### config.mk
export PLATFORM = sky130hd
export DESIGN_NAME = dbi_decoder_rx_flat
export DESIGN_NICKNAME = d
export VERILOG_FILES = /design/src/rtl/dbi_pkg.sv /design/src/rtl/dbi_decoder_rx_if.sv /design/src/rtl/dbi_popcount.sv /design/src/rtl/dbi_decoder_rx.sv /design/src/flat_wrapper.sv
export SDC_FILE = /design/constraint.sdc
export NUM_CORES = 1
export LEC_CHECK = 0
export CAP_MARGIN = 5
export CORE_ASPECT_RATIO = 1.25
export CORE_MARGIN = 2
export CORE_UTILIZATION = 53
export CTS_CLUSTER_DIAMETER = 100
export CTS_CLUSTER_SIZE = 20
export DETAILED_ROUTE_END_ITERATION = 8
export PLACE_DENSITY = 0.8
export SETUP_SLACK_MARGIN = 0.15
export SLEW_MARGIN = 30
export SYNTH_ARGS = -nofsm -noshare
export SYNTH_HDL_FRONTEND = slang
export SYNTH_SLANG_ARGS = --single-unit
### constraint.sdc
create_clock -name clk -period 4.1 [get_ports clk]
set_input_delay 0.615 -clock clk [delete_from_list [all_inputs] [get_ports clk]]
set_output_delay 0.615 -clock clk [all_outputs]
set_load 0.03 [all_outputs]
### src/rtl/dbi_pkg.sv
// Shared DBI definitions: bus geometry, FIFO occupancy states and the
// reference decode used by both the receiver and the encoder bench.
package dbi_pkg;

  localparam int unsigned DBI_DATA_W   = 8;
  localparam int unsigned DBI_BUS_W    = 9;
  localparam int unsigned DBI_FLAG_BIT = 0;

  typedef enum logic [1:0] {
    OCC_EMPTY = 2'd0,
    OCC_ONE   = 2'd1,
    OCC_FULL  = 2'd2
  } occ_e;

  function automatic logic [DBI_DATA_W-1:0] dbi_decode(input logic [DBI_BUS_W-1:0] bus);
    return bus[DBI_BUS_W-1:1] ^ {DBI_DATA_W{bus[DBI_FLAG_BIT]}};
  endfunction

endpackage

### src/rtl/dbi_decoder_rx_if.sv
// Link-side and consumer-side valid/ready streams of the DBI receiver.
interface dbi_decoder_rx_if
  import dbi_pkg::*;
#(
  parameter int unsigned DATA_W = DBI_DATA_W
);
  logic [DATA_W:0]   in_v;
  logic              in_valid;
  logic              in_ready;
  logic [DATA_W-1:0] out_u;
  logic              out_inv;
  logic              out_valid;
  logic              out_ready;

  modport slave (
    input  in_v, in_valid, out_ready,
    output in_ready, out_u, out_inv, out_valid
  );

  modport master (
    output in_v, in_valid, out_ready,
    input  in_ready, out_u, out_inv, out_valid
  );
endinterface

### src/rtl/dbi_popcount.sv
// Combinational population count of an N-bit vector.
module dbi_popcount #(
  parameter int unsigned N = 9
) (
  input  logic [N-1:0]             vec_i,
  output logic [$clog2(N+1)-1:0]   cnt_o
);
  localparam int unsigned W = $clog2(N+1);

  always_comb begin
    cnt_o = '0;
    for (int unsigned i = 0; i < N; i++) begin
      cnt_o = cnt_o + W'(vec_i[i]);
    end
  end
endmodule

### src/rtl/dbi_decoder_rx.sv
// DBI-AC receiver: decodes bus words into a 2-entry FIFO and keeps
// saturating link statistics (words, inverted words, bus toggles).
module dbi_decoder_rx
  import dbi_pkg::*;
#(
  parameter int unsigned DATA_W = DBI_DATA_W,
  parameter int unsigned CNT_W  = 16
) (
  input  logic                 clk,
  input  logic                 rst,
  dbi_decoder_rx_if.slave      link,
  input  logic                 clr_stats,
  output logic [CNT_W-1:0]     word_cnt,
  output logic [CNT_W-1:0]     inv_cnt,
  output logic [CNT_W-1:0]     tog_cnt
);
  localparam int unsigned BUS_W = DATA_W + 1;
  localparam int unsigned PC_W  = $clog2(BUS_W + 1);

  occ_e              occ_q, occ_d;
  logic [BUS_W-1:0]  mem_q [2];
  logic              wr_q, rd_q;
  logic [BUS_W-1:0]  v_prev_q;
  logic [CNT_W-1:0]  word_q, word_d, inv_q, inv_d, tog_q, tog_d;
  logic [DATA_W-1:0] payload;
  logic [PC_W-1:0]   tog_inc;
  logic              push, pop;

  if (DATA_W == DBI_DATA_W) begin : g_pkg_decode
    assign payload = dbi_decode(link.in_v);
  end else begin : g_gen_decode
    assign payload = link.in_v[DATA_W:1] ^ {DATA_W{link.in_v[0]}};
  end

  assign link.in_ready  = (occ_q != OCC_FULL);
  assign link.out_valid = (occ_q != OCC_EMPTY);
  assign link.out_u     = mem_q[rd_q][BUS_W-1:1];
  assign link.out_inv   = mem_q[rd_q][0];

  assign push = link.in_valid && link.in_ready;
  assign pop  = link.out_valid && link.out_ready;

  always_comb begin
    occ_d = occ_q;
    unique case (occ_q)
      OCC_EMPTY: if (push)         occ_d = OCC_ONE;
      OCC_ONE:   if (push && !pop) occ_d = OCC_FULL;
                 else if (!push && pop) occ_d = OCC_EMPTY;
      OCC_FULL:  if (pop)          occ_d = OCC_ONE;
      default:                     occ_d = OCC_EMPTY;
    endcase
  end

  // Pointers move independently; a push+pop at occupancy 1 lands the new
  // word in the slot the read pointer advances to, so the head follows it.
  always_ff @(posedge clk or posedge rst) begin
    if (rst) begin
      occ_q <= OCC_EMPTY;
      wr_q  <= 1'b0;
      rd_q  <= 1'b0;
      for (int unsigned i = 0; i < 2; i++) begin
        mem_q[i] <= '0;
      end
    end else begin
      occ_q <= occ_d;
      if (push) begin
        mem_q[wr_q] <= {payload, link.in_v[0]};
        wr_q        <= ~wr_q;
      end
      if (pop) begin
        rd_q <= ~rd_q;
      end
    end
  end

  dbi_popcount #(
    .N (BUS_W)
  ) u_popcount (
    .vec_i (link.in_v ^ v_prev_q),
    .cnt_o (tog_inc)
  );

  function automatic logic [CNT_W-1:0] sat_add(input logic [CNT_W-1:0] a,
                                                input logic [PC_W-1:0]  b);
    logic [CNT_W:0] sum;
    sum = {1'b0, a} + (CNT_W+1)'(b);
    return sum[CNT_W] ? '1 : sum[CNT_W-1:0];
  endfunction

  always_comb begin
    word_d = word_q;
    inv_d  = inv_q;
    tog_d  = tog_q;
    if (clr_stats) begin
      word_d = '0;
      inv_d  = '0;
      tog_d  = '0;
    end else if (push) begin
      word_d = sat_add(word_q, PC_W'(1));
      inv_d  = sat_add(inv_q, PC_W'(link.in_v[0]));
      tog_d  = sat_add(tog_q, tog_inc);
    end
  end

  always_ff @(posedge clk or posedge rst) begin
    if (rst) begin
      word_q   <= '0;
      inv_q    <= '0;
      tog_q    <= '0;
      v_prev_q <= '0;
    end else begin
      word_q <= word_d;
      inv_q  <= inv_d;
      tog_q  <= tog_d;
      if (push) begin
        v_prev_q <= link.in_v;
      end
    end
  end

  assign word_cnt = word_q;
  assign inv_cnt  = inv_q;
  assign tog_cnt  = tog_q;

endmodule

### src/flat_wrapper.sv
// flat-port wrapper written by rule: the top's interface ports become plain ports
module dbi_decoder_rx_flat import dbi_pkg::*;
#(
  parameter int unsigned DATA_W = DBI_DATA_W,
  parameter int unsigned CNT_W  = 16
)
  (clk, rst, clr_stats, word_cnt, inv_cnt, tog_cnt, link_in_v, link_in_valid, link_out_ready, link_in_ready, link_out_u, link_out_inv, link_out_valid);
  dbi_decoder_rx_if #(.DATA_W(DATA_W)) link_i ();
  input  logic clk;
  input  logic rst;
  input  logic clr_stats;
  output logic [CNT_W-1:0] word_cnt;
  output logic [CNT_W-1:0] inv_cnt;
  output logic [CNT_W-1:0] tog_cnt;
  input wire logic [$bits(link_i.in_v)-1:0] link_in_v;
  input wire logic [$bits(link_i.in_valid)-1:0] link_in_valid;
  input wire logic [$bits(link_i.out_ready)-1:0] link_out_ready;
  output wire logic [$bits(link_i.in_ready)-1:0] link_in_ready;
  output wire logic [$bits(link_i.out_u)-1:0] link_out_u;
  output wire logic [$bits(link_i.out_inv)-1:0] link_out_inv;
  output wire logic [$bits(link_i.out_valid)-1:0] link_out_valid;
  assign link_i.in_v = link_in_v;
  assign link_i.in_valid = link_in_valid;
  assign link_i.out_ready = link_out_ready;
  assign link_in_ready = link_i.in_ready;
  assign link_out_u = link_i.out_u;
  assign link_out_inv = link_i.out_inv;
  assign link_out_valid = link_i.out_valid;
  dbi_decoder_rx #(.DATA_W(DATA_W), .CNT_W(CNT_W)) u_core (.clk(clk), .rst(rst), .link(link_i), .clr_stats(clr_stats), .word_cnt(word_cnt), .inv_cnt(inv_cnt), .tog_cnt(tog_cnt));
endmodule
==> out/metrics.yaml, run 1 <==
outcome: "finished, final reports clean"
finalHoldViolCount: 0
area.growth.synth_to_final_pct: 26.32
drive_gt1_frac: 0.1396
fillers: 613
dieArea_mm2: 0.008810
final_common_cell: "dfrtp_1"
grt_pass1_wl_um: 17160
end_kind: "flip-flop"
root_buffer: "clkbuf_8"
rr_worst_depth: 14
ios: 73
grt_max_degree: 36
synth_cell_types: 53
synthCells: 446
worstHoldPathCells: 2
internal_power_uw: 1763
hp-start: "u_core.mem_q[1]"
clk_latency_ns: 0.36
hp-class: "flip-flop to flip-flop"
total_power_uw: 2813
swShare: 0.3732
layout_common_cells: "dfrtp_1 (79), clkdlybuf4s50_1 (67), nand2_1 (54), nor2_1 (46), nor3_1 (26)"
yosysWarnings: 0
wl_um: 10090
timing.hold.ws_ns: 0.4779
insertedDiodeCount: 0
grt-ovfl-total: 0
ys_seq_area_frac: 0.4621
grt_setup_unrepaired: "yes"
period_share: 0.9407
pre_cts_slack_ns: -0.4480
leakage_uw: 0.002358
synth_seq_cells: 79
fin_ws_ns: 0.2433
grt_pass1_vias: 3600
place_congestion: 0.8394
die_x_um: 84.36
relSlewSlack: 0.5162
die_h_um: 104.4
avgRoutedWirePerCell_um: 16.15
crit_path_start_kind: "flip-flop"
setup_violations: 0
pwr-share-seq: 0.361
core_area_mm2: 0.007838
synth-edff-count: 0
numCtsBuffers: 9
cts_tree: "done"
h-tree-depth: 3
cts_hold_buf: 0
slew_viol_final: 0
initial_core_util: 0.5458
synth_largest_area_cell: "dfrtp_1"
synth_top_area_frac: 0.4621
period_minus_slack_ns: 3.857
max_cap_viol_count: 0
irDropWorstVdd_v: 0.0004596
vias: 3633
r2r-start: "u_core.v_prev_q[3]"
power_frac_clock: 0.205
power.switching_uw: 1050
rrSetupSlack_ns: 0.24
cp_max_fo: 6
clk_pin_slew_ns: 0.07
synth_top_flop_cell: "dfrtp_1"
critical_path_class: "flip-flop to flip-flop"
cts_sinks: 79
drtPass1Iterations: 4
final_nets: 554
power_density_mw_per_mm2: 520.6
clock_skew_ns: 0.008027
vias_per_cell: 5.813
rows: 36
cts.path.max_buffers: 2
hpwl_um: 6980
antenna_found_initial: 0
io_buffer_count: 72
ys_async_sr_fraction: 1.000
synth_area_leaders: "dfrtp_1 (46%), nand2_1 (4.7%), nor2_1 (4.3%)"
grtUsageTotal: 0.2380
fmax_ghz: 0.2593
syn-num-nets: 475
ant_nets: 0
netlist_area_mm2: 0.004278
drc_errors: 0
syn_avg_cell_area_um2: 9.592
pwr-share-comb: 0.433
required_ns: 4.34
worst_slew_pin_slew_ns: 0.7246
drtIter0Drc: 264
crit_arrival_ns: 4.10
startpoint: "u_core.v_prev_q[3]"
-- power groups by stage --
| stage | clock (uW) | sequential, uW | combinational [uW] |
|---|---|---|---|
| after detailed placement | 0 | 1030 | 1200 |
| after global routing | 616 | 1040 | 1350 |
| after CTS | 582 | 1020 | 1210 |
| after floorplan | 0 | 1040 | 818 |
| after global placement | 0 | 1030 | 1160 |
| final | 577 | 1020 | 1220 |
-- through the flow --
stage,setup TNS (ns),std cells,area (um^2),utilization
floorplan,0,446,4324,-
global placement,-4.779,608,5166,0.6592
detailed placement,-6.133,608,5166,0.6592
CTS,0,624,5386,0.6873
global route,0,625,5404,0.6895
finish,0,625,5404,0.6895
-- cell families (layout without fill, tap and decap cells) --
family,count (synthesis),in the layout,synth area share
simple gates,193,193,0.2331
compound gates,88,88,0.1345
flops,79,79,0.4621
buf+inv,36,120,0.03685
xor+xnor,21,21,0.04300
fa+ha+maj,15,15,0.05440
mux,14,14,0.03598
-- synth_stat cells, types with 2 or more instances --
cell and count:
clkbuf_1 10, xnor2_1 15, a31oi_1 18, a211oi_1 11, fa_1 6, buf_2 6, mux2i_1 3, nor2_1 49
nor4_2 3, buf_6 2, a21o_1 2, xor2_1 6, a221oi_1 2, inv_1 16, and4_1 4, nand4_1 4
nand3_1 10, and3_1 19, nor2b_1 2, a21oi_1 20, dfrtp_1 79, and4_2 2, and2_1 3, mux2_2 11
ha_1 9, nand2_1 54, nor3_1 26, a311oi_1 4, o21a_1 2, o21bai_1 7, nand3_2 3, o21ai_0 13
and3b_1 4, a41oi_1 2
-- critical path, stage by stage, from the launching register on --
cell and delay, ns:
dfrtp_1 0.41, xor2_2 0.19, fa_1 0.50, fa_1 0.58, inv_2 0.05, fa_1 0.43, inv_1 0.08, ha_2 0.19
fa_2 0.21, and3_4 0.23, nor2_4 0.05, nor4b_4 0.31, buf_4 0.20, o21ai_1 0.07, a221oi_1 0.26
-- timing repair --
| item | CTS | global route |
|---|---|---|
| endpoints found under the setup margin | 16 | 10 |
| buffers inserted | 0 | 1 |
| endpoints found under the hold margin | 0 | 0 |
| pin swaps | 8 | 5 |
| resized for setup | 17 | 11 |
-- final timing paths --
kind                                      end
max                        u_core.tog_cnt[13]
min                           u_core.mem_q[1]
max in group asynchronous     u_core.mem_q[1]
min reg2reg                   u_core.mem_q[1]
min in group asynchronous     u_core.mem_q[0]
max reg2reg                u_core.tog_cnt[13]
-- flip-flops by register name (all words and copies together), names as in the netlist --
register and flops:
u_core.mem_q 18, u_core.inv_cnt 16, u_core.tog_cnt 16, u_core.word_cnt 16
u_core.v_prev_q 9, u_core.occ_q 2, u_core.rd_q 1, u_core.wr_q 1
-- metal layers --
metal / share of wire / track usage / routed length (um)
met5: 0 / 0 / 0
met3: 0.046 / 0.04921 / 466
met2: 0.49 / 0.3724 / 4955
met4: 0.016 / 0.08050 / 162
met1: 0.45 / 0.3316 / 4510
-- final cells by class --
class | instances | area (um^2) | share of cell area
Timing Repair Buffer | 87 | 823.3 | 0.1524
Clock buffer | 13 | 148.9 | 0.02755
Sequential cell | 79 | 1977 | 0.3658
Multi-Input combinational cell | 331 | 2230 | 0.4126
Clock inverter | 3 | 42.54 | 0.007872
Tap cell | 95 | 118.9 | 0.02200
Inverter | 17 | 63.81 | 0.01181
(Power assumes the default switching activity.)
==> run 2, diff against run 1 <==
Settings changed: CTS_BUF_LIST set to sky130_fd_sc_hd__clkbuf_8 sky130_fd_sc_hd__clkbuf_16, SKIP_LAST_GASP set to 1.
==> run 2 against run 1 <==
  * Critical endpoint unchanged
  * Final cell count unchanged
  * Global-route usage did not move
  * Largest cell class unchanged
  * Combinational power about the same
  * First-iteration DRC count is 4.9% lower
  * Sequential power about the same
  * Largest power group unchanged
  * Setup slack gained 0.0032 ns
  * Critical path type unchanged
  * Hold slack about the same
  * Flip-flop and latch count did not move
==> out/metrics.yaml, run 2 (synthesized netlist as in run 1, its figures left out) <==
initial_core_util: 0.5458  # unchanged
crit_buf_inv: 3  # unchanged
h-tree-depth: 3  # unchanged
clk_latency_ns: 0.35  # about the same
area.growth.synth_to_final_pct: 26.32  # unchanged
power_density_mw_per_mm2: 518.4  # -0.42%
antenna_found_initial: 0  # unchanged
ios: 73  # unchanged
numCtsBuffers: 9  # unchanged
fmax_ghz: 0.2595  # about the same
cts_sinks: 79  # unchanged
power.switching_uw: 1046  # -0.40%
io_buffer_count: 72  # unchanged
cts.path.max_buffers: 2  # unchanged
root_buffer: "clkbuf_8"
relSlewSlack: 0.5222  # +0.006017
grt-ovfl-total: 0  # unchanged
drc_errors: 0  # unchanged
die_x_um: 84.36  # unchanged
pwr-share-seq: 0.363  # +0.002
internal_power_uw: 1756  # -0.43%
avgRoutedWirePerCell_um: 16.01  # -0.84%
drtIter0Drc: 251  # -4.9%
core_area_mm2: 0.007838  # unchanged
crit_path_start_kind: "flip-flop"
required_ns: 4.34  # about the same
critical_path_class: "flip-flop to flip-flop"
fin_ws_ns: 0.2465  # +0.003176 ns
pwr-share-comb: 0.434  # about the same
top_register: "u_core.mem_q"
clock_skew_ns: 0.008564  # +0.0005360 ns
grt_pass1_wl_um: 17160  # unchanged
dieArea_mm2: 0.008810  # unchanged
place_congestion: 0.8394  # unchanged
crit_chain: "xor2_2 > fa_1 > fa_1 > inv_2 > fa_1 > inv_1 > ha_2 > fa_2 > and3_4 > nor2_4 > nor4b_4 > buf_4 > o21ai_1 > a221oi_1"
crit_top_cell: "fa_1"
vias_per_cell: 5.869  # +0.96%
drtPass1Iterations: 4  # unchanged
period_share: 0.9399  # about the same
crit_arrival_ns: 4.09  # about the same
drive_gt1_frac: 0.1396  # unchanged
end_kind: "flip-flop"
ant_nets: 0  # unchanged
setup_violations: 0  # unchanged
grt_max_degree: 36  # unchanged
cp_max_fo: 6  # unchanged
insertedDiodeCount: 0  # unchanged
max_stage_delay_ns: 0.58  # about the same
die_h_um: 104.4  # unchanged
grt_pass1_vias: 3606  # +0.17%
largest_register_ffs: 18  # unchanged
leakage_uw: 0.002370  # +0.53%
wl_um: 10010  # -0.84%
irDropWorstVdd_v: 0.0004597  # about the same
outcome: "finished, final reports clean"
max_cap_viol_count: 0  # unchanged
worst_slew_pin_slew_ns: 0.7144  # -0.01021 ns
period_minus_slack_ns: 3.853  # -0.003176 ns
vias: 3668  # +0.96%
clk_pin_slew_ns: 0.08  # about the same
pre_cts_slack_ns: -0.4480  # unchanged
layout_common_cells: "dfrtp_1 (79), clkdlybuf4s50_1 (67), nand2_1 (54), nor2_1 (46), nor3_1 (26)"
final_common_cell: "dfrtp_1"
final_nets: 554  # unchanged
rows: 36  # unchanged
slew_viol_final: 0  # unchanged
hp-class: "flip-flop to flip-flop"
swShare: 0.3733  # about the same
cts_tree: "done"
hpwl_um: 6980  # unchanged
grtUsageTotal: 0.2380  # unchanged
setup_tns_ns: 0  # unchanged
finalHoldViolCount: 0  # unchanged
cts_hold_buf: 0  # unchanged
power_frac_clock: 0.203  # -0.002
critical_path.slowest_cell: "fa_1"
crit_family: "adder cells"
grt_setup_unrepaired: "yes"
==> run 2: cell types whose count changed in the layout (fill, tap and decap cells not counted) <==
| cell | change |
|---|---|
| clkbuf_1 | -3 |
| inv_1 | +3 |
==> run 2: repair_timing <==
action / in CTS / in global routing
setup endpoints to repair: 16 / 10
gates cloned: 0 / 0
gates resized for setup: 17 / 11
setup buffers: 0 / 1
pin swaps: 8 / 5
==> run 2: routing by layer <==
layer  up-vias  track usage  share of wire
met2       119       0.3724           0.49
met4         0      0.08050          0.016
met5         -            0              0
met1      1783       0.3316           0.44
met3        14      0.04921          0.057
li1       1752            -              -
==> run 2: final cells by class <==
class	count	area [um^2]
Timing Repair Buffer	87	823.3
Multi-Input combinational cell	331	2230
Sequential cell	79	1977
Fill cell	613	2434
Clock buffer	10	137.6
Inverter	17	63.81
Tap cell	95	118.9
Clock inverter	6	53.80
==> run 2: through the flow <==
stage / std cells / area (um^2) / utilization / power (uW) / hold slack, ns
final: 625 / 5404 / 0.6895 / 2801 / 0.4777
after global routing: 625 / 5404 / 0.6895 / 2996 / 0.5081
after CTS: 624 / 5386 / 0.6873 / 2808 / 0.4879
after detailed placement: 608 / 5166 / 0.6592 / 2233 / 0.4678
after global placement: 608 / 5166 / 0.6592 / 2188 / 0.4556
after floorplan: 446 / 4324 / - / 1853 / 0.4444
==> run 2: final timing paths <==
path	slack (ns)	startpoint	cells past startpoint	to
max in group asynchronous	2.60	rst	3	u_core.mem_q[1]
max	0.25	u_core.v_prev_q[0]	14	u_core.tog_cnt[13]
min reg2reg	0.48	u_core.mem_q[1]	2	u_core.mem_q[1]
min	0.48	u_core.mem_q[1]	2	u_core.mem_q[1]
max reg2reg	0.25	u_core.v_prev_q[0]	14	u_core.tog_cnt[13]
min in group asynchronous	0.69	rst	2	u_core.occ_q[0]
==> run 2: power groups by stage <==
stage	clock, uW	combinational [uW]	sequential (uW)
global route	609	1350	1040
CTS	575	1210	1020
global placement	0	1160	1030
floorplan	0	818	1040
detailed placement	0	1200	1030
finish	568	1220	1020
==> run 2: worst register-to-register path: cells and delay by family, from the launching register on <==
| kind | cells | cell delay [ns] |
|---|---|---|
| adder cells (fa/ha/maj) | 5 | 1.93 |
| AND/OR/NAND/NOR | 3 | 0.59 |
| flip-flops | 1 | 0.41 |
| buffers and inverters | 3 | 0.33 |
| AO/OA/AOI/OAI | 2 | 0.33 |
| XOR/XNOR | 1 | 0.16 |
